<file path="config.mk">
export PLATFORM = sky130hd
export DESIGN_NAME = dbus_master
export DESIGN_NICKNAME = d
export VERILOG_FILES = /design/src/rtl/dbus_master.sv
export SDC_FILE = /design/constraint.sdc
export NUM_CORES = 1
export LEC_CHECK = 0
export CAP_MARGIN = 20
export CORE_UTILIZATION = 44
export CTS_BUF_LIST = sky130_fd_sc_hd__clkbuf_16
export DETAILED_ROUTE_END_ITERATION = 6
export GPL_ROUTABILITY_DRIVEN = 1
export GPL_TIMING_DRIVEN = 1
export PLACE_DENSITY = 0.82
export RECOVER_POWER = 25
export SLEW_MARGIN = 10
export SYNTH_ARGS = -nofsm -noshare
export SYNTH_HDL_FRONTEND = slang
export SYNTH_SLANG_ARGS = --single-unit
</file>
<file path="constraint.sdc">
create_clock -name clk -period 1.8 [get_ports clk]
set_input_delay 0.36 -clock clk [delete_from_list [all_inputs] [get_ports clk]]
set_output_delay 0.36 -clock clk [all_outputs]
set_load 0.01 [all_outputs]
</file>
<file path="src/rtl/dbus_master.sv">
`default_nettype none
// ============================================================================
//  Module      : dbus_master
//  Description : Single-outstanding load/store initiator for the data bus.
//                Builds store lanes, aligns/extends load data, flags
//                misaligned or illegal-size requests without a bus access.
//  Revision    : 1.0 - initial release
// ============================================================================
module dbus_master #(
    parameter int ADDR_WIDTH = 32
) (
    input  logic                  clk,
    input  logic                  rst_n,
    input  logic                  req_valid,
    output logic                  req_ready,
    input  logic                  req_we,
    input  logic [ADDR_WIDTH-1:0] req_addr,
    input  logic [1:0]            req_size,
    input  logic                  req_unsigned,
    input  logic [31:0]           req_wdata,
    output logic                  resp_valid,
    input  logic                  resp_ready,
    output logic [31:0]           resp_rdata,
    output logic                  resp_err,
    output logic                  rd_en,
    output logic                  wr_en,
    output logic [ADDR_WIDTH-3:0] addr,
    output logic [31:0]           wr_data,
    output logic [3:0]            wr_strobe,
    input  logic [31:0]           rd_data
);

    localparam logic [1:0] c_ST_IDLE = 2'd0;
    localparam logic [1:0] c_ST_BUS  = 2'd1;
    localparam logic [1:0] c_ST_RESP = 2'd2;

    logic [1:0]            r_state;
    logic [1:0]            w_state_nxt;
    logic                  r_we;
    logic [1:0]            r_size;
    logic [1:0]            r_off;
    logic                  r_unsigned;
    logic                  r_rd_en;
    logic                  r_wr_en;
    logic [ADDR_WIDTH-3:0] r_addr;
    logic [31:0]           r_wr_data;
    logic [3:0]            r_wr_strobe;
    logic                  r_resp_valid;
    logic [31:0]           r_resp_rdata;
    logic                  r_resp_err;

    logic [1:0]            w_off;
    logic                  w_legal;
    logic [31:0]           w_lane_data;
    logic [3:0]            w_lane_strobe;
    logic [31:0]           w_shifted;
    logic [31:0]           w_load;

    assign w_off = req_addr[1:0];

    always_comb begin
        w_legal       = 1'b0;
        w_lane_data   = req_wdata;
        w_lane_strobe = 4'b1111;
        case (req_size)
            2'b00: begin
                w_legal       = 1'b1;
                w_lane_data   = {4{req_wdata[7:0]}};
                w_lane_strobe = 4'b0001 << w_off;
            end
            2'b01: begin
                w_legal       = ~w_off[0];
                w_lane_data   = {2{req_wdata[15:0]}};
                w_lane_strobe = 4'b0011 << w_off;
            end
            2'b10: w_legal = (w_off == 2'b00);
            default: w_legal = 1'b0;
        endcase
    end

    // Load data arrives combinationally during BUS; align using the latched offset.
    assign w_shifted = rd_data >> {r_off, 3'b000};

    always_comb begin
        w_load = w_shifted;
        case (r_size)
            2'b00:   w_load = {{24{~r_unsigned & w_shifted[7]}},  w_shifted[7:0]};
            2'b01:   w_load = {{16{~r_unsigned & w_shifted[15]}}, w_shifted[15:0]};
            default: w_load = w_shifted;
        endcase
    end

    always_ff @(posedge clk or negedge rst_n) begin
        if (!rst_n) r_state <= c_ST_IDLE;
        else        r_state <= w_state_nxt;
    end

    always_comb begin
        w_state_nxt = r_state;
        case (r_state)
            c_ST_IDLE: if (req_valid) w_state_nxt = w_legal ? c_ST_BUS : c_ST_RESP;
            c_ST_BUS:  w_state_nxt = c_ST_RESP;
            c_ST_RESP: if (resp_ready) w_state_nxt = c_ST_IDLE;
            default:   w_state_nxt = c_ST_IDLE;
        endcase
    end

    always_ff @(posedge clk or negedge rst_n) begin
        if (!rst_n) begin
            r_we         <= 1'b0;
            r_size       <= 2'b00;
            r_off        <= 2'b00;
            r_unsigned   <= 1'b0;
            r_rd_en      <= 1'b0;
            r_wr_en      <= 1'b0;
            r_addr       <= '0;
            r_wr_data    <= '0;
            r_wr_strobe  <= '0;
            r_resp_valid <= 1'b0;
            r_resp_rdata <= '0;
            r_resp_err   <= 1'b0;
        end else begin
            case (r_state)
                c_ST_IDLE: begin
                    if (req_valid) begin
                        r_we       <= req_we;
                        r_size     <= req_size;
                        r_off      <= w_off;
                        r_unsigned <= req_unsigned;
                        if (w_legal) begin
                            r_rd_en     <= ~req_we;
                            r_wr_en     <= req_we;
                            r_addr      <= req_addr[ADDR_WIDTH-1:2];
                            r_wr_data   <= req_we ? w_lane_data : 32'd0;
                            r_wr_strobe <= req_we ? w_lane_strobe : 4'd0;
                        end else begin
                            r_resp_valid <= 1'b1;
                            r_resp_err   <= 1'b1;
                            r_resp_rdata <= 32'd0;
                        end
                    end
                end
                c_ST_BUS: begin
                    r_rd_en      <= 1'b0;
                    r_wr_en      <= 1'b0;
                    r_addr       <= '0;
                    r_wr_data    <= '0;
                    r_wr_strobe  <= '0;
                    r_resp_valid <= 1'b1;
                    r_resp_err   <= 1'b0;
                    r_resp_rdata <= r_we ? 32'd0 : w_load;
                end
                c_ST_RESP: if (resp_ready) r_resp_valid <= 1'b0;
                default: r_resp_valid <= 1'b0;
            endcase
        end
    end

    assign req_ready  = (r_state == c_ST_IDLE);
    assign resp_valid = r_resp_valid;
    assign resp_rdata = r_resp_rdata;
    assign resp_err   = r_resp_err;
    assign rd_en      = r_rd_en;
    assign wr_en      = r_wr_en;
    assign addr       = r_addr;
    assign wr_data    = r_wr_data;
    assign wr_strobe  = r_wr_strobe;

endmodule
`default_nettype wire

</file>
Yosys cells after proc, flatten, opt, wreduce, memory -nomap -nowiden. Index checks and enable logic that the tools add are counted.

Equal/unequal tests: 9. Bitwise gates (word level): 5. Shifts and indexed selects: 3. Reductions and logical operators: 10. Muxes and demuxes: 34.

Operators by type and width (count): $pmux 32 s2 (4); $mux 32 (6); $mux 30 (2); $pmux 30 s2 (1); $shr 32x5->32 (1); $pmux 4 s2 (2); $mux 4 (3); $reduce_and 3->1 (3); $logic_not 2->1 (4); $mux 1 (7); $eq 2x1->1 const B (3); $mux 2 (3); $ne 2x2->1 const B (3); $pmux 1 s2 (3); $pmux 1 s3 (2); $pmux 2 s3 (1); $eq 2x2->1 const B (2); $reduce_and 2->1 (2); $shl 1x2->4 const A (1); $shl 2x2->4 const A (1); $not 1->1 (3); $and 1x1->1 (2); $ne 2x1->1 const B (1); $reduce_bool 2->1 (1).

Register bits after elaboration: 110.

Logic depth before layout (Yosys ltp). Gate-level depths: netlist of run 1.

Depth after elaboration: 6. Gate-level depth with buffers: 7. Mapped depth without buffers: 4.

Worst setup path before layout of run 1. OpenSTA, ideal clock, no wires.

Path kind: input port to flip-flop. From: input req_size[0]. To: register r_resp_rdata[28] (netlist: resp_rdata[28]). Cell stages on the path: 7. Library setup time: 0.126 ns. Setup slack: 0.186 ns. Arrival: 1.488 ns. Path through: buf_2 -> o21a_1 -> o22ai_2 -> o21a_1 -> buf_2 -> buf_6 -> a221o_1.

Word-level cells in the longest chain between the ends: 4. Elaborated cells between the ends (all ways): 6. Classes of those cells: eq/ne: 3; mux: 1; reduce/logical: 2.

Ends and longest elaborated chain: start: declaration (RTL line 18) `input logic [1:0] req_size,`; $eq 2x2->1, or another cell as far along (RTL line 65) `case (req_size)`; $pmux 1 s3 * (RTL line 65); $ne 2x2->1 (no line) *; $reduce_and 3->1 (no line) *; end signal: assignment (RTL line 151) `r_resp_rdata <= r_we ? 32'd0 : w_load;`; end: declaration (RTL line 49) `logic [31:0] r_resp_rdata;`.

Mark *: on every way between the ends. The rest lies on a longest branch, timed or not. A chain may end at the register's enable or synchronous reset.

Worst setup path in the final report of run 1.
From: input req_addr[1]. To: register r_resp_rdata[10] (netlist: resp_rdata[10]).

Word-level cells in the longest chain between the ends: 4.

Ends and longest elaborated chain: start: declaration (RTL line 17) `input logic [ADDR_WIDTH-1:0] req_addr,`; $logic_not 2->1 (RTL line 76) `2'b10: w_legal = (w_off == 2'b00);`; $pmux 1 s3 (RTL line 65); $ne 2x2->1 (no line); $reduce_and 3->1 (no line).

No other way between the ends.

==> metrics.md, run 1 <==
| Metric | Value |
|---|---|
| Die area | 12500 sq um |
| RSZ-0062 raised after global routing | no |
| Worst setup EP type | flop |
| GRT Util Overall | approximately a quarter |
| Site row count | 39 |
| Worst path required time | slightly above 2 ns |
| Least-Margin Pin Slew | 0.751 ns |
| Syn Nets | ~570 |
| Post-synth EDFFs | 0 |
| Synth area leader | dfrtp_1 |
| Leakage | 3.80 nW |
| Post-route ant nets | 0 |
| Clock Path Buffers | 2 |
| Nets@finish | between 700 and 800 |
| Die Wd | ~110 um |
| Grt met3 use | under 10% |
| Clk_lat worst skew | 0.35 ns |
| Core footprint | 11600 sq um |
| Io pins | roughly 210 |
| Ys async rst share | between 90% and 100% |
| TritonCTS clock tree | built |
| Mapped Avg Cell Area | approximately 11 sq um |
| DRT Wirelength | around 15000 um |
| DR vias/cell | around 5.5 |
| DR iter-0 viols | 280 |
| Worst vdd ir | around 560 uV |
| P&R area growth vs syn | 50.1% |
| Initial antenna violation count | 0 |
| CTS sink cnt | 110 |
| Vias in the first global route | 4707 |
| Hold Fails Final Rpt | 0 |
| Via Count | 4572 |
| Synth area leaders | dfrtp_1 (52%), mux2i_1 (14%), o2bb2ai_1 (4.8%), nand2_1 (3.3%), a22o_1 (2.8%) |
| Worst path max stage delay | ~0.44 ns |
| Placed Area | about 7700 sq um |
| Post-CTS setup buffers | 0 |
| Finish-stage setup viols | 0 |
| Met2 Resource Use GR | a little over two fifths |
| Root buffer cell | clkbuf_16 |
| Pin count of the biggest net entering global routing | 49 |
| Fin Setup TNS | 0 ns |
| Max-slew violations | 0 |
| Post-Layout Inst Area | between 7000 and 8000 sq um |
| Max Cap Violations | 0 |
| GR peak layer | met2 |
| Cell area after synthesis | between 5000 and 6000 sq um |
| N_diodes | 0 |
| CP max-delay cell | clkdlybuf4s50_1 |
| Die span in y | roughly 110 um |
| Fillcell total | approximately 860 |
| Clk slew on worst S/H paths | 0.07 ns |
| Number of synthesized register bits | 110 |
| Yosys warnings | 0 |
| Drt drc | 14 |
| F_max | 0.582 GHz |
| Post-synthesis cell count | about 470 |
| Kind of critical path | input pin to flop |
| Cell mode on critical path | o21a_1 |
| GRT overflow | 0 |
| Layout cell share with drive strength beyond 1 | roughly a tenth |
| Initial Utilization | 45.8% |
| Post-Layout Cell Count | 830 |
| Post-synthesis cell type count | 40 |
| Post-DP HPWL | about 11000 um |
| PwrDens | about 1300 nW/um^2 |
| Crit path cell chain | clkdlybuf4s50_1, o21a_1, o22ai_2, o21a_1, buf_12, buf_4, o2bb2ai_1 |
| Crit path max fanout | 26 |
| Most common cell in the netlist | dfrtp_1 |
| Worst EP arrival | approximately 2 ns |
| Violated checks | design-rule violations |
| Hold Path Class | flop to flop |
| Placed cell count | roughly 810 |
| Met1 usage | a little under a third |
| Crit share post-route | a little over nine tenths |
| Final worst clock skew | between 0.007 and 0.008 ns |
| Top FF cell, synth | dfrtp_1 |
| Synth top area share | between 50% and 60% |
| IO buf count | just over 200 |
| DR pass1 iterations | 7 |
| Top post-synthesis cells by count | dfrtp_1 (110), mux2i_1 (74), nand2_1 (47), inv_1 (33), o2bb2ai_1 (29) |
| Outcome | complete, but fails checks |
| First-pass GRT wire length | ~25000 um |
| Seq/Total Area, Yosys | 52.0% |
| CP startpoint kind | input pin |
| H-tree depth | 3 |
| Num CTS Buffers | 9 |
| Rel. slew slack | approximately half |
| Min Tclk post-route | ~1.7 ns |
| Global placer's final weighted congestion | between 0.8 and 0.9 |
| Tot Pwr | roughly 10 mW |
| Average wire per standard cell | about 18 um |
## final timing paths
path / endpoint / slack (ns) / cells past startpoint / from
worst max-delay path: resp_rdata[10] / 0.08 / 7 / req_addr[1]
worst min-delay path: resp_rdata[23] / 0.49 / 1 / resp_rdata[23]
worst max register to register: resp_rdata[19] / 0.14 / 4 / r_off[1]
worst min register to register: resp_rdata[23] / 0.49 / 1 / resp_rdata[23]
max in group asynchronous: r_off[1] / 0.27 / 3 / rst_n
min in group asynchronous: resp_rdata[8] / 0.62 / 2 / rst_n
## area by class of cell
cell class                 count  area [sq um]  area share, %
sequential                   110          2760           34.7
timing repair buffer         241          2400           30.2
multi-input combinational    287          2220           27.9
clock buffer                   9           225           2.83
tap                          143           179           2.25
inverter                      33           124           1.56
clock inverter                 7          43.8          0.551
## where the power goes
group	switching (mW)	internal, mW	leakage, nW
sequential	0.582	3.28	1.42
combinational	1.90	2.48	2.25
clock	0.893	0.930	0.130
## cell families (layout without fill, tap and decap cells)
family,after synthesis,after routing,synth area share [%]
flip-flops,110,110,52.0
AO/OA/AOI/OAI,107,107,16.6
multiplexers,82,82,15.9
buffers and inverters,68,290,6.28
AND/OR/NAND/NOR,98,98,9.24
## sequential cells by signal, summed over array words and instances (netlist names)
| name | flops |
|---|---|
| addr | 30 |
| r_off | 2 |
| r_size | 2 |
| r_state | 2 |
| r_unsigned | 1 |
| r_we | 1 |
| rd_en | 1 |
| resp_err | 1 |
| resp_rdata | 32 |
| resp_valid | 1 |
| wr_data | 32 |
| wr_en | 1 |
| wr_strobe | 4 |
## metrics by stage
stage / util [%] / setup WS, ns / hold WS [ns]
final: 68.8 / 0.0803 / 0.490
after global routing: 68.8 / 0.00464 / 0.506
after CTS: 68.8 / 0.0526 / 0.490
after detailed placement: 66.4 / -0.299 / 0.318
after global placement: 66.4 / -0.224 / 0.310
after floorplan: - / 0.186 / 0.0644
## cells in the final DEF, fill, tap and decap left out, types with 2 or more instances in the layout
cell type | synthesis | routed
a221o_1 | 8 | 8
o2bb2ai_1 | 29 | 29
a32o_1 | 7 | 7
nand2_1 | 47 | 47
o21ai_0 | 9 | 9
buf_12 | 0 | 6
nand3_1 | 2 | 2
dfrtp_1 | 110 | 107
buf_6 | 3 | 2
buf_4 | 8 | 26
o21a_1 | 2 | 2
nor2b_1 | 9 | 9
nor2_2 | 2 | 2
mux2_2 | 6 | 6
dfrtp_2 | 0 | 3
inv_1 | 33 | 35
a211o_1 | 15 | 15
clkbuf_16 | 0 | 9
nor2_1 | 20 | 20
o21ai_1 | 6 | 6
nand2b_1 | 2 | 2
a21oi_1 | 9 | 9
nand3b_1 | 8 | 8
a22o_1 | 17 | 17
clkdlybuf4s50_1 | 0 | 204
clkinvlp_4 | 0 | 3
mux2i_1 | 74 | 74
## what timing repair did
item	CTS	global route
pin swaps	0	0
hold buffers	1	0
hold endpoints to repair	27	0
endpoints found under the setup margin	1	30
cloned	0	0
resized for setup	3	2
## critical path: cells and delay by family
| family | cells | cell delay, ns |
|---|---|---|
| buffers and inverters | 3 | 0.81 |
| AOI/OAI and AO/OA | 4 | 0.81 |
## metal layers
| layer | up-vias | routed length, um |
|---|---|---|
| met5 | - | 0 |
| met4 | 0 | 254 |
| met3 | 19 | 1380 |
| met2 | 198 | 7410 |
| met1 | 2261 | 6260 |
| li1 | 2094 | - |
(Power assumes the default switching activity.)
==> run 2: changes to the inputs <==
GPL_ROUTABILITY_DRIVEN = not set   (was 1)
==> results of run 2 <==
Same layout as run 1: the final DEF is identical, and so are final timing and power.
==> run 3: changes to the inputs <==
SLEW_MARGIN = 20   (was 10)
==> results of run 3 <==
Same layout as run 1: the final DEF is identical, and so are final timing and power.
